### src/rtl/fifo_burst_reader_pkg.sv
// Shared definitions for the elastic FIFO and its burst read controller.
// Default geometry must stay in step with the FIFO instance it drains.
package fifo_burst_reader_pkg;

   localparam int FIFO_DEPTH = 32;
   localparam int FIFO_WIDTH = 8;

   typedef enum logic [1:0] {
      IDLE  = 2'd0,
      BURST = 2'd1,
      DRAIN = 2'd2
   } state_t;

endpackage

### src/rtl/fifo_burst_reader_stream_skid_buf.sv
// Two-entry in-order valid/ready buffer. The producer is credit-limited by
// its owner, so a push into a full buffer without a pop never happens.
module stream_skid_buf #(
   parameter int width = 9
) (
   input  logic             clk,
   input  logic             rst,
   input  logic             in_valid,
   input  logic [width-1:0] in_data,
   output logic [1:0]       occ,
   output logic             out_valid,
   output logic [width-1:0] out_data,
   input  logic             out_ready
);

   logic [width-1:0] ent0, ent1;
   logic [1:0]       cnt;
   logic             push, pop;

   assign push = in_valid;
   assign pop  = out_valid && out_ready;

   always_ff @(posedge clk) begin
      if (rst) begin
         ent0 <= '0;
         ent1 <= '0;
         cnt  <= 2'd0;
      end else begin
         unique case ({push, pop})
            2'b10: begin
               if (cnt == 2'd0) ent0 <= in_data;
               else if (cnt == 2'd1) ent1 <= in_data;
               if (cnt != 2'd2) cnt <= cnt + 2'd1;
            end
            2'b01: begin
               ent0 <= ent1;
               cnt  <= cnt - 2'd1;
            end
            2'b11: begin
               // pop implies cnt >= 1; occupancy is unchanged
               if (cnt == 2'd1) begin
                  ent0 <= in_data;
               end else begin
                  ent0 <= ent1;
                  ent1 <= in_data;
               end
            end
            default: ;
         endcase
      end
   end

   assign occ       = cnt;
   assign out_valid = (cnt != 2'd0);
   assign out_data  = ent0;

endmodule

### src/rtl/fifo_burst_reader.sv
// Drains the synchronous FIFO in fixed-length (or flush-triggered short)
// bursts onto a valid/ready stream with a last-word marker.
module fifo_burst_reader
   import fifo_burst_reader_pkg::*;
#(
   parameter int depth      = FIFO_DEPTH,
   parameter int width      = FIFO_WIDTH,
   parameter int log2_depth = $clog2(depth),
   parameter int burst_len  = 4
) (
   input  logic                clk,
   input  logic                rst,
   input  logic [width-1:0]    fifo_data,
   input  logic                fifo_empty,
   input  logic [log2_depth:0] fifo_count,
   output logic                fifo_rd_en,
   input  logic                flush,
   output logic [width-1:0]    m_data,
   output logic                m_valid,
   input  logic                m_ready,
   output logic                m_last,
   output logic                burst_done,
   output logic                busy
);

   localparam logic [log2_depth:0] BL   = (log2_depth+1)'(burst_len);
   localparam logic [log2_depth:0] ONE  = (log2_depth+1)'(1);
   localparam logic [log2_depth:0] ZERO = '0;

   state_t              state, state_nxt;
   logic [log2_depth:0] remaining, remaining_nxt;
   logic                inflight, inflight_last;
   logic [1:0]          occ;
   logic                head_valid;
   logic [width:0]      head;
   logic                pop, rd_en;
   logic [2:0]          credit;

   assign pop = head_valid && m_ready;

   // Words already buffered plus the one on its way, less the one leaving
   // this cycle, must leave room for the word a new read would bring.
   assign credit = {1'b0, occ} + {2'b00, inflight} - {2'b00, pop};
   assign rd_en  = (state == BURST) && (remaining != ZERO) && !fifo_empty &&
                   (credit < 3'd2);

   always_comb begin
      state_nxt     = state;
      remaining_nxt = remaining;
      unique case (state)
         IDLE: begin
            if (fifo_count >= BL) begin
               state_nxt     = BURST;
               remaining_nxt = BL;
            end else if (flush && !fifo_empty && (fifo_count != ZERO)) begin
               state_nxt     = BURST;
               remaining_nxt = fifo_count;
            end
         end
         BURST: begin
            if (rd_en) begin
               remaining_nxt = remaining - ONE;
               if (remaining == ONE) state_nxt = DRAIN;
            end
         end
         DRAIN: begin
            if (pop && head[0]) state_nxt = IDLE;
         end
         default: state_nxt = IDLE;
      endcase
   end

   always_ff @(posedge clk) begin
      if (rst) begin
         state         <= IDLE;
         remaining     <= ZERO;
         inflight      <= 1'b0;
         inflight_last <= 1'b0;
      end else begin
         state         <= state_nxt;
         remaining     <= remaining_nxt;
         inflight      <= rd_en;
         inflight_last <= rd_en && (remaining == ONE);
      end
   end

   stream_skid_buf #(.width(width + 1)) u_skid (
      .clk       (clk),
      .rst       (rst),
      .in_valid  (inflight),
      .in_data   ({fifo_data, inflight_last}),
      .occ       (occ),
      .out_valid (head_valid),
      .out_data  (head),
      .out_ready (m_ready)
   );

   // Outputs are forced quiet for the whole reset window, not just after the edge.
   assign fifo_rd_en = rd_en && !rst;
   assign m_valid    = head_valid && !rst;
   assign m_data     = head[width:1];
   assign m_last     = head[0] && !rst;
   assign burst_done = (state == DRAIN) && pop && head[0] && !rst;
   assign busy       = (state != IDLE) && !rst;

endmodule

### config.mk
export PLATFORM = sky130hd
export DESIGN_NAME = fifo_burst_reader
export DESIGN_NICKNAME = d
export VERILOG_FILES = /design/src/rtl/fifo_burst_reader_pkg.sv /design/src/rtl/fifo_burst_reader_stream_skid_buf.sv /design/src/rtl/fifo_burst_reader.sv
export SDC_FILE = /design/constraint.sdc
export NUM_CORES = 1
export LEC_CHECK = 0
export ABC_AREA = 1
export BUFFER_PORTS_ARGS = -buffer_cell sky130_fd_sc_hd__buf_2
export CORE_MARGIN = 10
export CORE_UTILIZATION = 53
export DETAILED_ROUTE_END_ITERATION = 7
export HOLD_SLACK_MARGIN = 0.03
export PLACE_DENSITY = 0.76
export SKIP_LAST_GASP = 1
export SYNTH_ARGS = -nofsm -noshare
export SYNTH_HDL_FRONTEND = slang
export SYNTH_SLANG_ARGS = --single-unit
### constraint.sdc
create_clock -name clk -period 5.95 [get_ports clk]
set_clock_uncertainty 0.2 [all_clocks]
set_input_delay 0.595 -clock clk [delete_from_list [all_inputs] [get_ports clk]]
set_output_delay 0.595 -clock clk [all_outputs]
set_load 0.05 [all_outputs]
==> results of run 1 <==
[sequential cells by signal, indices dropped and copies added, names as in the netlist]
register and cells:
u_skid.occ 2, u_skid.ent1 9, state 2, inflight_last 1
u_skid.out_data 9, inflight 1, remaining 6
[cell families after synthesis]
kind of cell | after synthesis | synth area share (%)
buffers and inverters | 67 | 15.48
AO/OA/AOI/OAI | 67 | 21.76
flip-flops | 30 | 31.09
adder cells (fa/ha/maj) | 7 | 4.922
AND/OR/NAND/NOR | 118 | 26.75
[report_power, final]
group / internal (mW) / switching (mW)
Combinational: 0.100 / 0.240
Clock: 0.0572 / 0.0700
Sequential: 0.234 / 0.0233
[layer usage]
| metal | wire length (µm) | share of wire (%) | up-vias | GRT usage [%] |
|---|---|---|---|---|
| met5 | 0 | 0 | - | 0 |
| met4 | 33 | 0.77 | 0 | 6.162 |
| met3 | 176 | 4.1 | 6 | 4.009 |
| met2 | 2135 | 50 | 27 | 24.92 |
| met1 | 1960 | 46 | 822 | 16.08 |
| li1 | - | - | 981 | - |
[stage by stage]
stage | hold WS (ns) | total power, mW
2_1_floorplan | 0.2438 | 0.5566
3_3_place_gp | 0.2533 | 0.5958
3_5_place_dp | 0.2544 | 0.6008
4_1_cts | 0.2688 | 0.7321
5_1_grt | 0.2898 | 0.7848
6_report | 0.2673 | 0.7252
[worst max path at each step]
stage                       start  depth (start not counted)          to
floorplan           u_skid.occ[1]                         12  fifo_rd_en
global placement    u_skid.occ[1]                         12  fifo_rd_en
finish              u_skid.occ[1]                         12  fifo_rd_en
CTS                 u_skid.occ[1]                         12  fifo_rd_en
detailed placement  u_skid.occ[1]                         12  fifo_rd_en
global route        u_skid.occ[1]                         12  fifo_rd_en
[critical path, cell delays in order, from the launching register on]
cell	delay [ns]
dfxtp_1	0.45
inv_1	0.12
ha_1	0.30
inv_2	0.10
nand2_4	0.12
nor2_1	0.21
o21ai_1	0.12
fa_1	0.50
nand2_1	0.05
nor2_1	0.09
nand3_1	0.20
nor2_1	0.14
buf_2	0.27
[cell usage in the layout, fill, tap and decap left out, types with 6 or more instances in the layout]
cell	count
o21ai_1	11
o211ai_1	25
ha_1	6
buf_2	31
a21oi_1	10
o21ai_0	18
nor2_1	32
nand3_1	19
inv_2	23
inv_1	28
dfxtp_1	30
nand2_1	54
[layout make-up]
| cell class | instances | area share, % |
|---|---|---|
| Tap cell | 46 | 2.745 |
| Timing Repair Buffer | 31 | 7.399 |
| Clock inverter | 1 | 0.2387 |
| Multi-Input combinational cell | 192 | 49.22 |
| Inverter | 51 | 9.129 |
| Sequential cell | 30 | 28.64 |
| Clock buffer | 7 | 2.625 |
==> impl.org, run 1 <==
** Cells and area
- Area of all placed cells without fillers :: between 0.002 and 0.0025 mm²
- The number of antenna diodes in the final layout is 0.
- Summing all multi-input logic gate instances after layout gives 0.001032 mm².
- Registers take 600.6 µm².
- Layout cell share with drive strength beyond 1 :: 22.76%
- Cells fill 61.39% of the core in the end.
- From synthesis to final layout, the design area changed by 8.549%.
- After the last flow step, the layout net total stands at 337.
- Fillers :: 355
- The count of cells in the finished layout, fillers not included, comes to 358.

** Global route
- Summed over all layers, the global routing overflow is 0.
- Global-route wire length before repair :: 7686 µm
- Total track usage :: 14.42%
- Maximum number of pins on one net before global-route repair :: 23
- The initial antenna violation count is 0.
- Number of global-route vias before repair :: 1813

** STA
- Across all setup checks in the final design, the least slack found is 2.140 ns.
- Setup repair after global routing left no endpoint under its margin.
- Headroom to the max-slew limit came out at approximately 52%.
- In the final timing run, aggregate negative setup slack is 0 ns.
- Max-slew violation count :: 0
- Final hold viol count :: 0
- Final setup violation count :: 0
- Final critical path time including I/O delays and setup :: 3.810 ns
- Dividing the final minimum period by the clock period gives 64.04%.
- At the pin with the least slew margin, the transition time is 0.7104 ns.
- Based on the critical path, the design can be clocked at up to ~0.26 GHz.

** Logic synthesis
- In this run, synthesis inferred 0 flip-flops with an integrated enable.
- The synthesized netlist contains 27 unique library cells.
- Area share of the leading cell type in the synthesized netlist :: 31.09%
- When the netlist entered floorplanning its net count stood at 315.
- After synthesis, flip-flops and latches occupy between 30 and 40% of the total area.
- Number of flip-flops and latches in the synthesized netlist :: 30
- Area contributors post-synth :: dfxtp_1 31%, nand2_1 10%, o211ai_1 9.7%
- By instance count, the leading cell after synthesis is nand2_1.
- Asr flop ratio synth :: 0%
- The synthesized design spends more area on one cell type than any other, namely dfxtp_1.
- Post-Syn Area :: a little under 0.002 mm²
- Leading cell types by count after synthesis :: 54 x nand2_1, 32 x nor2_1, 30 x dfxtp_1
- After technology mapping, the gate count stands at 289.
- Post-synth top flop :: dfxtp_1
- Yosys warns :: 0
- Avg Inst Size Synth :: roughly 6.7 µm²

** Min path
- Min-Delay Endpoint :: u_skid.out_data[2]
- The path class of the tightest hold or removal check is reg2reg.
- Worst min-delay path startpoint :: u_skid.out_data[2]
- Counting instances, the worst hold path has a depth of 2.

** Setup path
- At the worst endpoint, the arrival time is 3.02 ns.
- The worst setup path is captured at a primary output.
- Peak fanout along the critical path :: 13
- The worst setup path is of the reg2out kind.
- R2R Path Start :: u_skid.occ[1]
- Critical path data required time :: approximately 5.2 ns
- Setup slack, reg-to-reg :: 2.92 ns
- The worst setup path is launched from a flop.
- Measured in cells, the most critical reg-to-reg path has a length of 14.
- In this run the critical register-to-register path is captured at remaining[2].

** Drt
- Via density per instance :: just over 5
- DR DRC count :: 0
- Total wirelength of the detailed-routed design :: 4306 µm
- The detailed router finished its first iteration with 119 violations.
- Count of antenna-violating nets left after detailed routing :: 0
- Dividing the detail-routed wire length by the instance count gives approximately 12 µm.
- The first detailed-routing pass ran for 4 iterations.
- Total via count after detailed routing :: between 1500 and 2000

** Placed design
- After legalization and detailed placement, the total HPWL measured ~3200 µm.
- At the placement stage, the worst setup path has a slack of 2.515 ns.
- Number of placed cells counting well taps :: 350
- Count of buffers from port buffering :: 31
- Once placement finished, the instance area stood at 0.002037 mm².
- Routability-driven placement finished with a final weighted congestion of 0.8602.

** Floorplanning
- The die covers 0.006460 mm².
- Once the floorplan was initialized, standard cells occupied 56.56% of the core.
- The floorplan step set the die height to 80.38 µm.
- The region available for standard cell placement spans 0.003416 mm².
- Measured along the x axis, the die boundary spans 80.38 µm.
- Site Rows :: 21
- Number of placed I/O pins :: 32

** CTS
- H-tree level count :: 2
- Clock tree from TritonCTS :: yes
- Post-CTS resize count :: 0
- Post-CTS setup buffers :: 0
- The clock passes through at most 2 buffers.
- The clock net in this run drives a total of 30 sinks.
- Number of buffers created by CTS :: 5
- Clock-pin slew was measured on the worst setup and hold paths at 0.09 ns.
- For this design, the CTS-stage hold fixing added 0 buffers.
- Clock tree synthesis selected as its root buffer the cell clkbuf_4.
- Clock latency on the worst-skew pair :: 0.32 ns

** Power and ir drop
- PD cells :: 345.8 mW/mm²
- The worst-case IR drop observed on VDD is approximately 0.16 mV.
- In this run the static leakage power is 0.9617 nW.

** Status
- Outcome :: finished clean

** Job
- MaxCap Viol Count :: 0
No activity file was read; power rests on OpenSTA's default activity.
==> run 2, diff against run 1 <==
Settings changed: CORE_UTILIZATION 53 to 51.
Clock period 5.95 ns to 3.18 ns, I/O delays scaled along.
==> run 2 against run 1 <==
First-iteration DRC count up 18%. Power increased by 100%. Register-to-register slack got worse by 2.5 ns. Utilization shrank 2.2 points. Cell count increased by 1.4%. Global-route usage decreased by 0.63 points. Sequential share of layout area fell by 0.83 points. Clock-buffer cell count is the same. Sequential power is 88% higher. Sequential cell count unchanged. Routed wire length is 4.2% higher. Critical path depth unchanged. Critical endpoint unchanged. Largest power group unchanged. Highest routed layer unchanged.
==> impl.org, run 2 (same netlist as run 1, synthesis figures left out) <==
** Global route
- Number of antenna violations at the first check in global routing :: 0
- In the global route stage, overall resource usage came out at 13.79%.
- The first global-routing pass estimated around 7500 µm of wire.
- Entering global routing, the biggest net connects 23 pins.
- Final global-route overflow total :: 0
- The number of global-route vias before repair was 1728.

** Cells and area
- In the final layout, the share of cells above drive strength 1 is between 20% and 30%.
- Diode insertion count for antenna repair :: 0
- Leaving out fill and tap cells, the most frequent cell in the layout is nand2_1.
- Area of all placed cells without fillers :: between 0.002 and 0.0025 mm²
- Highest-count cells in the layout ignoring fill and taps :: 54 x nand2_1, 30 x nor2_1, 30 x buf_2
- Cells fill around three fifths of the core in the end.
- The final layout contains between 300 and 400 nets.
- Post-synthesis to final-layout area growth :: 12.24%

** Setup path
- Arrival time of data at the critical path endpoint :: 2.46 ns
- Of all nets on the critical path, the largest fanout is 13.
- The worst setup path is launched from a flop.
- Path type of the worst setup path :: reg2out
- STA classifies the critical path endpoint as a primary output.
- Critical path data required time :: approximately 2.7 ns

** Floorplanning
- Initial standard-cell utilization of the core :: roughly 53%
- The die covers roughly 0.0066 mm².
- Die width :: 81.55 µm
- Pin placement for this block handled 32 I/O pins.
- After floorplanning, the core was divided into 22 placement rows.
- Measured along the y axis, the die boundary spans 81.55 µm.
- The core region is 0.003661 mm².

** STA
- Relative slew slack :: 49.55%
- Final hold viol count :: 0
- Fraction of the cycle the final worst path needs :: 93.78%
- Final setup violation count :: 0
- Based on the critical path, the design can be clocked at up to 0.3353 GHz.
- At the pin with the least slew margin, the transition time is 0.7544 ns.
- Final critical path time including I/O delays and setup :: 2.982 ns
- Final Hold Slack :: 0.1589 ns
- Worst-case setup margin in the final layout :: 0.1978 ns
- The number of max-slew violations in the final report is 0.

** Placed design
- Detail Placement HPWL :: 3177 µm
- During placement, the flow inserted port buffers numbering 31.
- Instance area after placement :: 0.002064 mm²
- Post-place setup slack :: 0.2979 ns
- At the end of routability-driven placement, the weighted congestion stood at 0.8405.

** Drt
- Number of design-rule violations left by the first detailed-router iteration :: 140
- The pre-antenna-repair detailed-routing pass consisted of 4 iterations.
- Total wirelength of the detailed-routed design :: 4485 µm
- Using the TritonRoute via totals, the vias-per-cell ratio works out to slightly above 5.
- DR DRC count :: 0
- After detailed routing, the average wire length per cell comes to 12.36 µm.
- The routed layout has 1834 vias.
- Count of antenna-violating nets left after detailed routing :: 0

** Job
- Max-cap violations in this run came to 0.

** CTS
- H-tree level count :: 2
- The number of setup buffers added after CTS is 0.
- After clock tree synthesis, the clock-pin slew on the worst setup and hold paths is 0.07 ns.
- CTS placed an instance of clkbuf_8 at the clock tree root.
- Number of buffers created by CTS :: 5
- Max Buffers Root-to-Sink :: 2
- Clock latency on the worst-skew pair, taken at its later pin, is 0.28 ns.
- For this design, the sink count on the clock tree is 30.
- Clock tree from TritonCTS :: yes

** Min path
- Class of the worst hold path :: in2reg

** Power and ir drop
- PD cells :: 676.7 mW/mm²
- Leakage Power :: 0.9893 nW
- Max rail drop VDD :: 0.2871 mV

** Status
- Outcome :: finished clean
[run 2: through the flow]
| stage | std cells | TNS [ns] | power [mW] |
|---|---|---|---|
| 2_1_floorplan | 289 | 0 | 1.042 |
| 3_5_place_dp | 355 | 0 | 1.149 |
| 6_report | 363 | 0 | 1.467 |
| 5_1_grt | 363 | -0.0008311 | 1.577 |
| 3_3_place_gp | 355 | 0 | 1.135 |
| 4_1_cts | 363 | 0 | 1.470 |
[run 2: area by class of cell]
class	instances	area, µm²
fill	363	1493
multi-input combinational	192	1042
sequential	30	603.1
inverter	51	191.4
timing repair buffer	34	180.2
clock buffer	7	86.33
tap	48	60.06
clock inverter	1	5.005
[run 2: report_power, final]
part / internal, mW / leakage, nW / switching (mW) / total, mW
sequential: 0.441 / 0.245 / 0.0447 / 0.486
clock: 0.174 / 0.0482 / 0.142 / 0.316
combinational: 0.203 / 0.696 / 0.463 / 0.665
[run 2: layer usage]
metal  up-vias  share of wire, %  global-route usage, %
li1        973                 -                      -
met1       807                46                  16.80
met2        46                47                  22.91
met3         8               5.5                  4.039
met4         0               1.2                  4.152
met5         -                 0                      0
[run 2: critical path, stage by stage (launching register included)]
cell and delay, ns:
dfxtp_2 0.37, inv_1 0.09, ha_1 0.23, inv_2 0.07, nand2_4 0.14, nor2_4 0.14, o21ai_1 0.09, fa_1 0.48
nand2_1 0.05, nor2_1 0.11, nand3_1 0.12, nor2_2 0.09, buf_4 0.20
[run 2: path summary, 6_finish.rpt]
kind | to | slack [ns] | depth (start not counted) | from
worst max-delay path | fifo_rd_en | 0.20 | 12 | u_skid.occ[0]
worst min-delay path | u_skid.occ[1] | 0.16 | 2 | rst
worst max register to register | remaining[0] | 0.45 | 15 | u_skid.occ[0]
worst min register to register | u_skid.out_data[2] | 0.27 | 2 | u_skid.out_data[2]
[run 2: repair_timing]
| item | 4_1_cts | 5_1_grt |
|---|---|---|
| hold buffers | 0 | 0 |
| endpoints found under the setup margin | 1 | 1 |
| gates resized for setup | 1 | 4 |
| hold endpoints to repair | 0 | 0 |
